[src/rtl/io_map_pkg.sv]
// Purpose : shared I/O register map for the io_responder and the CPU-side test programs.
// Latency : n/a (constants and a pure helper function only).
// Backpressure: n/a.
package io_map_pkg;

    localparam int IO_ADDR_W = 8;

    localparam logic [IO_ADDR_W-1:0] IO_LED      = 8'h00;
    localparam logic [IO_ADDR_W-1:0] IO_OUT_RDY  = 8'h04;
    localparam logic [IO_ADDR_W-1:0] IO_IN_VLD   = 8'h08;
    localparam logic [IO_ADDR_W-1:0] IO_OUT_DATA = 8'h0C;
    localparam logic [IO_ADDR_W-1:0] IO_IN_DATA  = 8'h10;
    localparam logic [IO_ADDR_W-1:0] IO_CNT      = 8'h14;
    localparam logic [IO_ADDR_W-1:0] IO_SW       = 8'h18;

    // Registers are word-addressed; the byte offset inside a word is ignored.
    function automatic logic [IO_ADDR_W-1:0] word_addr(input logic [IO_ADDR_W-1:0] addr);
        return {addr[IO_ADDR_W-1:2], 2'b00};
    endfunction

endpackage

[src/rtl/btn_debounce.sv]
// Purpose : 2-flop synchronizer plus debounce filter for a raw push button, with rising-edge pulse.
// Latency : level follows raw after 2 sync stages plus DB_CYCLES equal samples; rise pulses with the new level.
// Backpressure: none; the button is sampled every cycle.
//
// Ports:
//   clk, rst : clock and asynchronous active-high reset
//   raw      : asynchronous button input
//   level    : debounced button level
//   rise     : one-cycle pulse in the first cycle level reads high
module btn_debounce #(
    parameter int DB_CYCLES = 4
) (
    input  logic clk,
    input  logic rst,
    input  logic raw,
    output logic level,
    output logic rise
);

    localparam int CW = (DB_CYCLES < 2) ? 1 : $clog2(DB_CYCLES + 1);
    localparam logic [CW-1:0] LAST = CW'(DB_CYCLES - 1);

    logic          raw_meta;
    logic          raw_sync;
    logic [CW-1:0] cnt;

    // cnt counts consecutive synchronized samples that disagree with the
    // current debounced level; any agreeing sample restarts the count, so a
    // glitch shorter than DB_CYCLES never reaches the output.
    always_ff @(posedge clk or posedge rst) begin
        if (rst) begin
            raw_meta <= 1'b0;
            raw_sync <= 1'b0;
            level    <= 1'b0;
            rise     <= 1'b0;
            cnt      <= '0;
        end else begin
            raw_meta <= raw;
            raw_sync <= raw_meta;
            rise     <= 1'b0;
            if (raw_sync == level) begin
                cnt <= '0;
            end else if (cnt == LAST) begin
                level <= raw_sync;
                rise  <= raw_sync;
                cnt   <= '0;
            end else begin
                cnt <= cnt + 1'b1;
            end
        end
    end

endmodule

[src/rtl/io_responder.sv]
// Purpose : memory-mapped I/O responder on the CPU io_* bundle: LED, display word, button-strobed switches, cycle counter.
// Latency : reads are combinational in the same cycle; writes and read side effects land on the next clk edge.
// Backpressure: none toward the CPU; the display side uses seg_vld/seg_ack and a new write simply overwrites a pending word.
//
// Ports:
//   clk, rst                       : clock, asynchronous active-high reset
//   io_addr/io_dout/io_we/io_rd    : CPU address, write data, write and read strobes
//   io_din                         : combinational read data to the CPU
//   sw, btn                        : raw asynchronous switches and enter button
//   led                            : LED register
//   seg_data/seg_vld/seg_ack       : display word, pending flag, consume pulse
module io_responder
    import io_map_pkg::*;
#(
    parameter int SW_W      = 16,
    parameter int LED_W     = 16,
    parameter int DB_CYCLES = 4
) (
    input  logic             clk,
    input  logic             rst,
    input  logic [7:0]       io_addr,
    input  logic [31:0]      io_dout,
    input  logic             io_we,
    input  logic             io_rd,
    output logic [31:0]      io_din,
    input  logic [SW_W-1:0]  sw,
    input  logic             btn,
    output logic [LED_W-1:0] led,
    output logic [31:0]      seg_data,
    output logic             seg_vld,
    input  logic             seg_ack
);

    logic [SW_W-1:0] sw_meta;
    logic [SW_W-1:0] sw_sync;
    logic [SW_W-1:0] in_data;
    logic            in_vld;
    logic [31:0]     cnt;

    logic            btn_level;
    logic            btn_rise;
    logic            btn_edge;

    logic [7:0]      waddr;
    logic            wr_led;
    logic            wr_out_data;
    logic            wr_cnt;
    logic            rd_in_data;

    logic [31:0]     sw_ext;
    logic [31:0]     in_data_ext;

    // ------------------------------------------------------------------
    // Button path
    // ------------------------------------------------------------------
    btn_debounce #(
        .DB_CYCLES (DB_CYCLES)
    ) u_btn_debounce (
        .clk   (clk),
        .rst   (rst),
        .raw   (btn),
        .level (btn_level),
        .rise  (btn_rise)
    );

    // rise only ever fires alongside a freshly-high level; qualifying on the
    // level keeps the latch tied to the button actually reading pressed.
    assign btn_edge = btn_rise & btn_level;

    // ------------------------------------------------------------------
    // Address decode
    // ------------------------------------------------------------------
    assign waddr       = word_addr(io_addr);
    assign wr_led      = io_we & (waddr == IO_LED);
    assign wr_out_data = io_we & (waddr == IO_OUT_DATA);
    assign wr_cnt      = io_we & (waddr == IO_CNT);
    assign rd_in_data  = io_rd & (waddr == IO_IN_DATA);

    // ------------------------------------------------------------------
    // Registers
    // ------------------------------------------------------------------
    always_ff @(posedge clk or posedge rst) begin
        if (rst) begin
            sw_meta <= '0;
            sw_sync <= '0;
        end else begin
            sw_meta <= sw;
            sw_sync <= sw_meta;
        end
    end

    always_ff @(posedge clk or posedge rst) begin
        if (rst) begin
            led <= '0;
        end else if (wr_led) begin
            led <= io_dout[LED_W-1:0];
        end
    end

    // A write in the same cycle as seg_ack wins: the new word is pending.
    always_ff @(posedge clk or posedge rst) begin
        if (rst) begin
            seg_data <= '0;
            seg_vld  <= 1'b0;
        end else if (wr_out_data) begin
            seg_data <= io_dout;
            seg_vld  <= 1'b1;
        end else if (seg_ack) begin
            seg_vld  <= 1'b0;
        end
    end

    // A button edge coinciding with an IN_DATA read wins: the read sees the
    // old word, the new word is latched and stays flagged valid.
    always_ff @(posedge clk or posedge rst) begin
        if (rst) begin
            in_data <= '0;
            in_vld  <= 1'b0;
        end else if (btn_edge) begin
            in_data <= sw_sync;
            in_vld  <= 1'b1;
        end else if (rd_in_data) begin
            in_vld  <= 1'b0;
        end
    end

    // Free-running counter; a load replaces this cycle's increment.
    always_ff @(posedge clk or posedge rst) begin
        if (rst) begin
            cnt <= '0;
        end else if (wr_cnt) begin
            cnt <= io_dout;
        end else begin
            cnt <= cnt + 32'd1;
        end
    end

    // ------------------------------------------------------------------
    // Read mux (combinational, independent of io_rd)
    // ------------------------------------------------------------------
    always_comb begin
        sw_ext                 = '0;
        sw_ext[SW_W-1:0]       = sw_sync;
        in_data_ext            = '0;
        in_data_ext[SW_W-1:0]  = in_data;
    end

    always_comb begin
        io_din = '0;
        case (waddr)
            IO_OUT_RDY: io_din = {31'd0, ~seg_vld};
            IO_IN_VLD:  io_din = {31'd0, in_vld};
            IO_IN_DATA: io_din = in_data_ext;
            IO_CNT:     io_din = cnt;
            IO_SW:      io_din = sw_ext;
            default:    io_din = '0;
        endcase
    end

endmodule

[config.mk]
export PLATFORM = sky130hd
export DESIGN_NAME = io_responder
export DESIGN_NICKNAME = d
export VERILOG_FILES = /design/src/rtl/io_map_pkg.sv /design/src/rtl/btn_debounce.sv /design/src/rtl/io_responder.sv
export SDC_FILE = /design/constraint.sdc
export NUM_CORES = 1
export LEC_CHECK = 0
export ABC_AREA = 1
export CELL_PAD_IN_SITES_DETAIL_PLACEMENT = 0
export CELL_PAD_IN_SITES_GLOBAL_PLACEMENT = 1
export CORE_UTILIZATION = 30
export DETAILED_ROUTE_END_ITERATION = 10
export PLACE_DENSITY_LB_ADDON = 0.08
export SYNTH_ARGS = -nofsm -noshare
export SYNTH_HDL_FRONTEND = slang
export SYNTH_HIERARCHICAL = 1
export SYNTH_SLANG_ARGS = --single-unit
[constraint.sdc]
create_clock -name clk -period 7.6 [get_ports clk]
set_clock_uncertainty 0.1 [all_clocks]
set_input_delay 1.52 -clock clk [delete_from_list [all_inputs] [get_ports clk]]
set_output_delay 1.52 -clock clk [all_outputs]
set_load 0.01 [all_outputs]
==> impl_metrics.tcl, run 1 <==
set metrics [dict create \
    htreeDepth 4 \
    wirelength_um 16800 \
    layout_min_cycle_time_ns 5.60 \
    setup_violations 0 \
    port_buffers 140 \
    ys_seq_area_frac 0.567 \
    p_sw_frac 0.282 \
    rows 51 \
    coreArea_sq_um 19600 \
    power.total_mw 2.18 \
    comb_power_share 0.156 \
    cp_max_fo 17 \
    hold_path.class "flop to flop" \
    placed_area_sq_um 7680 \
    synthDistinctLibCells 28 \
    worstSetupPathType "input pin to primary output" \
    cpPeakStageDelay_ns 0.87 \
    tns_ns 0 \
    cp_top_family "simple AND/OR/NAND/NOR gates" \
    p_int_mw 1.56 \
    clk_latency_ns 0.42 \
    post-route-cell-area_sq_um 8310 \
    drc 0 \
    arrival_ns 3.98 \
    post_cts_resized 0 \
    fmax_mhz 179 \
    hold_buffers 0 \
    ys.warnings.count 6 \
    place_hpwl_um 12300 \
    drtAntennaViolNets 0 \
    slew_viol_final 0 \
    ir_worst_vdd_uv 137 \
    critPathRequiredTime_ns 5.98 \
    cts_buffers 17 \
    p_leak_nw 3.79 \
    rsz0062_at_grt "no" \
    finalHoldViolations 0 \
    grt_pass1_wl_um 27500 \
    grt_pass1_vias 5250 \
    worst_setup_path_end_kind "primary output" \
    routed_via_density 4.46 \
    gp_congestion 0.870 \
    cts.sinks 137 \
    diodes 0 \
    relSlewSlack 0.223 \
    synth-seq-cells 137 \
    worstMarginPinSlew_ns 1.16 \
    area_growth_pct 37.5 \
    die_y_um 144 \
    die-area_sq_um 20700 \
    run_status "finished, final reports clean" \
    synth_fp_nets 785 \
    clock-root-buffer "clkbuf_16" \
    cts_buffer_depth 2 \
    seq_power_share 0.442 \
    tritoncts "done" \
    wl_per_cell_um 14.7 \
    num-nets-final 923 \
    cp_cell_sequence "clkdlybuf4s50_1, nor2_4, nand2_1, nor3_2, nand2_1, o211ai_1, clkdlybuf4s50_1" \
    vias 5076 \
    clockPowerShare 0.402 \
    critPathSlowestCell "nor3_2" \
    clk_pin_slew_ns 0.06 \
    timing.final.crit_share 0.736 \
    die_x_um 144 \
    startpoint_type "input pin" \
    num_io_pins 143 \
    p_switching_mw 0.615 \
    initial_core_util 0.308 \
    postCtsSetupBuffers 0 \
    antenna_found_initial 0 \
    firstDrtPassIters 5 \
    drtIter0Drc 244 \
    power.density_nw_per_um2 262 \
    drive_gt1_frac 0.0654 \
    syn_area_sq_um 6040 \
    cp_num_buf_inv 2 \
    avgSynthCellArea_sq_um 8.38 \
    grt_max_degree 85 \
    maxCapViolations 0 \
    postSynthCellCount 721 \
    grt_usage 0.177 \
    grt_overflow 0 \
]
-- worst register-to-register path, cell delays in order, from the launching register on --
cell and delay (ns):
dfrtp_1 0.40, ha_1 0.20, inv_1 0.05, nor2_2 0.16, nand2_1 0.21, nor2_1 0.36, nand2_1 0.09, nand3_1 0.09
o21ai_0 0.09
-- cell usage after synthesis, drive strengths merged --
master    n  area, sq um
a21oi     2         10.0
ha        2         25.0
o211ai   10         75.1
o221ai    5         43.8
nand3b    1         7.51
inv      95          357
nand2   245          932
dfrtp   137         3430
nand3    35          205
mux2      1         11.3
clkbuf   12         45.0
buf      12         71.3
nor3      2         15.0
xor2     10         87.6
o21ai    81          405
nand4     3         18.8
xnor2     1         8.76
nor2     67          295
-- sequential cells by signal, indices dropped and copies added, names as in the netlist, 3 cells and up --
signal / cells
cnt: 32
led: 16
in_data: 16
seg_data: 32
sw_sync: 16
u_btn_debounce/cnt: 3
sw_meta: 16
-- final timing paths --
check,from,end,slack [ns],depth (start not counted)
hold reg to reg,sw_meta[14]$_DFF_PP0_,sw_sync[14]$_DFF_PP0_,0.25,0
setup reg to reg,cnt[1]$_DFF_PP0_,cnt[16]$_DFF_PP0_,5.72,8
hold / removal,sw_meta[14]$_DFF_PP0_,sw_sync[14]$_DFF_PP0_,0.25,0
setup / recovery,io_addr[7],io_din[12],2.00,7
min in group asynchronous,rst,u_btn_debounce/raw_meta$_DFF_PP0_,1.31,2
max in group asynchronous,rst,seg_data[3]$_DFFE_PP0P_,4.53,3
-- layer usage --
layer  wire length (um)  GRT usage  vias to the layer above  part of all wire
met3                779     0.0510                       18             0.047
met2               8160      0.289                      111              0.49
met5                  0          0                        -                 0
met1               7560      0.224                     2423              0.45
met4                259     0.0577                        0             0.015
li1                   -          -                     2524                 -
-- cell usage in the layout, fill, tap and decap left out, types with 6 or more instances in the layout --
master,netlist,layout
clkbuf_16,0,17
dfrtp_1,137,137
o211ai_1,10,10
clkdlybuf4s50_1,0,140
xor2_1,10,10
o21ai_0,81,81
nand2_1,242,242
inv_1,93,92
nor2_1,59,59
nand3_1,29,29
nand3_2,6,6
-- area by class of cell --
class / count / area, sq um
Fill cell: 1966 / 11300
Sequential cell: 137 / 3430
Multi-Input combinational cell: 465 / 2140
Timing Repair Buffer: 143 / 1420
Clock buffer: 18 / 439
Inverter: 95 / 359
Tap cell: 265 / 332
Clock inverter: 14 / 185
-- kinds of logic after synthesis --
family,Yosys count,share of synthesized area
AOI/OAI and AO/OA,98,0.0884
xor gates and xnor gates,11,0.0159
adders and majority gates,2,0.00414
buffers and inverters,119,0.0783
DFF,137,0.567
muxes,1,0.00186
and+or+nand+nor,353,0.244
-- power by group through the flow --
stage	Combinational, mW	Sequential (mW)	Clock [mW]
2_1_floorplan	0.176	0.962	0
4_1_cts	0.347	0.963	0.901
3_3_place_gp	0.336	0.971	0
5_1_grt	0.391	0.981	0.937
6_report	0.340	0.963	0.876
3_5_place_dp	0.344	0.974	0
-- stage by stage --
stage,worst slack (ns),utilization,hold slack (ns),cells
after floorplan,2.51,-,0.231,721
final,2.00,0.424,0.247,1137
after global routing,1.77,0.424,0.254,1137
after global placement,2.02,0.392,0.234,1105
after detailed placement,1.96,0.392,0.235,1105
after CTS,1.94,0.424,0.249,1137
Power figures use the tool's default switching activity.
==> inputs of run 2 (changes only) <==
clock period = 4.6 ns   (was 7.6 ns; I/O delays follow)
==> impl_metrics.tcl, run 2 (synthesized netlist as in run 1, its figures left out) <==
set metrics [dict create \
    run_status "finished, final reports clean" \
    cp_max_fo 15 \
    met1_usage 0.225 \
    drtIter0Drc 216 \
    rows 51 \
    cts_buffer_depth 2 \
    clock-root-buffer "clkbuf_16" \
    p_sw_frac 0.276 \
    grt_pass1_wl_um 27100 \
    coreArea_sq_um 19600 \
    grt_max_degree 66 \
    drive_gt1_frac 0.0663 \
    port_buffers 140 \
    drc 0 \
    num_io_pins 143 \
    worst_setup_path_end_kind "primary output" \
    use_met3 0.0450 \
    wl_per_cell_um 14.7 \
    p_switching_mw 0.998 \
    drtAntennaViolNets 0 \
    routed_via_density 4.39 \
    firstDrtPassIters 6 \
    ir_worst_vdd_uv 246 \
    area_growth_pct 38.1 \
    fillers 1998 \
    post_cts_resized 0 \
    seq_area_sq_um 3430 \
    busiest_layer "met2" \
    clockPowerShare 0.405 \
    vias 5009 \
    die_x_um 144 \
    critPathRequiredTime_ns 3.58 \
    grt_overflow 0 \
    grtUsageMet2 0.284 \
    hold_buffers 0 \
    tritoncts "done" \
    place_hpwl_um 12400 \
    fmax_mhz 245 \
    crit-reg2reg-launch "cnt[0]$_DFF_PP0_" \
    reg_top3 "cnt: 32 flops, seg_data: 32 flops" \
    postCtsSetupBuffers 0 \
    rsz0062_at_grt "no" \
    p_int_mw 2.62 \
    setup_violations 0 \
    min_from "sw_meta[9]$_DFF_PP0_" \
    power.density_nw_per_um2 434 \
    wirelength_um 16800 \
    power.total_mw 3.62 \
    initial_core_util 0.308 \
    arrival_ns 3.06 \
    num-nets-final 926 \
    timing.final.crit_share 0.886 \
    layout_min_cycle_time_ns 4.08 \
    startpoint_type "input pin" \
    p_leak_nw 3.81 \
    worstSetupPathType "input pin to primary output" \
    layout_common_cells "242 x nand2_1, 140 x clkdlybuf4s50_1, 137 x dfrtp_1" \
    hold_path.class "flop to flop" \
    final_common_cell "nand2_1" \
    cts.sinks 137 \
    multi_input_area_sq_um 2140 \
    grt_usage 0.176 \
    maxCapViolations 0 \
    cts_buffers 17 \
    finalHoldViolations 0 \
    die-area_sq_um 20700 \
    relSlewSlack 0.403 \
    startpoint "io_addr[3]" \
    gp_congestion 0.911 \
    diodes 0 \
    r2r_slack_ns 2.70 \
    tns_ns 0 \
    htreeDepth 4 \
    comb_power_share 0.156 \
    grt_pass1_vias 5132 \
    antenna_found_initial 0 \
    seq_power_share 0.440 \
    die_y_um 144 \
    worstMarginPinSlew_ns 0.893 \
    clk_pin_slew_ns 0.06 \
    clk_latency_ns 0.42 \
    slew_viol_final 0 \
]
run 2: changes by cell type in the layout (fill, tap and decap cells not counted), sizes merged:
cell    previous run  this run
clkinv             2         3
inv              101        98
buf                3         6
bufinv             3         4
clkbuf            18        19
run 2: cell type report:
cell class | count | area share
Clock buffer | 19 | 0.0519
Sequential cell | 137 | 0.411
Timing Repair Buffer | 146 | 0.175
Inverter | 95 | 0.0430
Clock inverter | 13 | 0.0232
Tap cell | 265 | 0.0397
Multi-Input combinational cell | 465 | 0.257
run 2: worst paths after layout:
kind	endpoint	depth (start not counted)
max	io_din[3]	6
max in group asynchronous	cnt[23]$_DFF_PP0_	3
min in group asynchronous	u_btn_debounce/raw_meta$_DFF_PP0_	2
min	sw_sync[9]$_DFF_PP0_	0
max reg2reg	cnt[16]$_DFF_PP0_	8
min reg2reg	sw_sync[9]$_DFF_PP0_	0
run 2: routing by layer:
metal | wire [um] | vias up
met4 | 320 | 0
met2 | 7930 | 103
met1 | 7670 | 2368
li1 | - | 2521
met3 | 833 | 17
met5 | 0 | -
run 2: through the flow:
stage,instances,hold WS [ns],utilization,setup slack [ns],cell area [sq um]
6_report,1140,0.246,0.426,0.525,8350
5_1_grt,1140,0.249,0.426,0.346,8350
4_1_cts,1140,0.248,0.426,0.482,8350
3_5_place_dp,1108,0.236,0.394,0.494,7720
3_3_place_gp,1108,0.236,0.394,0.508,7720
2_1_floorplan,721,0.231,-,0.111,6040
run 2: worst max-delay path: stages:
cell and delay, ns:
clkdlybuf4s50_1 0.54, inv_1 0.07, nor2_1 0.18, nand2_1 0.38
o221ai_1 0.37, clkdlybuf4s50_1 0.58
run 2: power groups by stage:
stage / Clock [mW] / Sequential, mW / Combinational [mW]
2_1_floorplan: 0 / 1.59 / 0.290
6_report: 1.46 / 1.59 / 0.563
5_1_grt: 1.56 / 1.62 / 0.650
3_5_place_dp: 0 / 1.61 / 0.572
3_3_place_gp: 0 / 1.61 / 0.560
4_1_cts: 1.51 / 1.59 / 0.576
==> inputs of run 3 (changes only) <==
CELL_PAD_IN_SITES_DETAIL_PLACEMENT = not set   (was 0)
CELL_PAD_IN_SITES_GLOBAL_PLACEMENT = not set   (was 1)
==> impl_metrics.tcl, run 3 (synthesized netlist as in run 1, its figures left out) <==
set metrics [dict create \
    relSlewSlack 0.369 \
    critPathRequiredTime_ns 3.58 \
    place_inst 1107 \
    seq_area_sq_um 3430 \
    gp_congestion 0.893 \
    cts.sinks 137 \
    worstSetupPathType "input pin to primary output" \
    final_common_cell "nand2_1" \
    comb_power_share 0.154 \
    hold_buffers 0 \
    worst_setup_path_end_kind "primary output" \
    clk_latency_ns 0.41 \
    routed_via_density 4.46 \
    reg_top3 "cnt: 32 flops, seg_data: 32 flops" \
    layout_min_cycle_time_ns 4.15 \
    vias 5077 \
    antenna_found_initial 0 \
    clock-root-buffer "clkbuf_16" \
    p_int_mw 2.67 \
    power.density_nw_per_um2 439 \
    grt_overflow 0 \
    placed_area_sq_um 7710 \
    startpoint_type "input pin" \
    place_hpwl_um 12600 \
    grt_usage 0.175 \
    htreeDepth 4 \
    drtIter0Drc 265 \
    tns_ns 0 \
    ir_worst_vdd_uv 229 \
    finalNonFillerCells 1139 \
    cts_buffer_depth 2 \
    coreArea_sq_um 19600 \
    rows 51 \
    hold_path.class "flop to flop" \
    maxCapViolations 0 \
    fin_util 0.427 \
    fillers 1996 \
    p_sw_frac 0.273 \
    drc 0 \
    clockPowerShare 0.411 \
    place_worst_setup_slack_ns 0.411 \
    whs_path_depth 0 \
    wirelength_um 17100 \
    cp_max_fo 15 \
    grt_pass1_wl_um 27100 \
    worst_slack_ns 0.445 \
    finalHoldViolations 0 \
    post-route-cell-area_sq_um 8360 \
    clk_pin_slew_ns 0.06 \
    slew_viol_final 0 \
    port_buffers 140 \
    seq_power_share 0.435 \
    diodes 0 \
    die-area_sq_um 20700 \
    num_io_pins 143 \
    tritoncts "done" \
    drive_gt1_frac 0.0664 \
    arrival_ns 3.13 \
    post_cts_resized 0 \
    area_growth_pct 38.4 \
    drtAntennaViolNets 0 \
    grt_max_degree 70 \
    postCtsSetupBuffers 0 \
    rsz0062_at_grt "no" \
    die_x_um 144 \
    num-nets-final 925 \
    run_status "finished, final reports clean" \
    fmax_mhz 241 \
    reg2reg_depth 8 \
    initial_core_util 0.308 \
    cts_buffers 17 \
    multi_input_area_sq_um 2140 \
    p_switching_mw 1.00 \
    timing.final.crit_share 0.903 \
    p_leak_nw 3.81 \
    wl_per_cell_um 15.0 \
    worstMarginPinSlew_ns 0.944 \
    layout_common_cells "242 x nand2_1, 140 x clkdlybuf4s50_1, 137 x dfrtp_1" \
    grt_pass1_vias 5147 \
    firstDrtPassIters 5 \
    die_y_um 144 \
    setup_violations 0 \
]
==> run 3: cell count changes in the layout (fill, tap and decap cells not counted), sizes merged <==
| cell | before | now |
|---|---|---|
| clkinv | 3 | 2 |
| bufinv | 4 | 5 |
| buf | 6 | 5 |
| clkinvlp | 3 | 4 |
| clkbuf | 19 | 18 |
==> run 3: final timing paths <==
path	start	end	slack, ns
setup / recovery	io_addr[3]	io_din[15]	0.45
hold / removal	sw_meta[1]$_DFF_PP0_	sw_sync[1]$_DFF_PP0_	0.25
min in group asynchronous	rst	u_btn_debounce/raw_meta$_DFF_PP0_	0.72
max in group asynchronous	rst	led[13]$_DFFE_PP0P_	2.58
setup reg to reg	cnt[0]$_DFF_PP0_	cnt[16]$_DFF_PP0_	2.68
hold reg to reg	sw_meta[1]$_DFF_PP0_	sw_sync[1]$_DFF_PP0_	0.25
==> run 3: per-stage QoR <==
step | total power [mW] | hold slack, ns
finish | 3.67 | 0.248
global route | 3.88 | 0.251
CTS | 3.72 | 0.250
detailed placement | 2.19 | 0.235
global placement | 2.17 | 0.233
floorplan | 1.88 | 0.231
==> run 3: area by class of cell <==
type	count	share of cell area
flip-flops and latches	137	0.410
multi-input cells	465	0.256
repair buffers	145	0.174
clock buffers	18	0.0513
inverters	95	0.0430
well taps	265	0.0397
clock inverters	14	0.0263
==> run 3: worst max-delay path, cell delays in order <==
cell	delay, ns
clkdlybuf4s50_1	0.55
inv_1	0.08
nor2_1	0.17
nand2_1	0.40
o221ai_1	0.41
clkdlybuf4s50_1	0.59
==> run 3: metal layers <==
metal	vias to the layer above	wire (um)	share of wire	GRT usage
met1	2410	7330	0.43	0.211
met5	-	0	0	0
met3	23	767	0.045	0.0473
met4	0	352	0.021	0.0554
li1	2525	-	-	-
met2	119	8690	0.51	0.303
==> run 3: power groups by stage <==
stage          clock, mW  sequential, mW  combinational, mW
2_1_floorplan          0            1.59              0.290
3_3_place_gp           0            1.61              0.557
3_5_place_dp           0            1.62              0.576
4_1_cts             1.54            1.60              0.579
5_1_grt             1.61            1.63              0.645
6_report            1.51            1.60              0.567
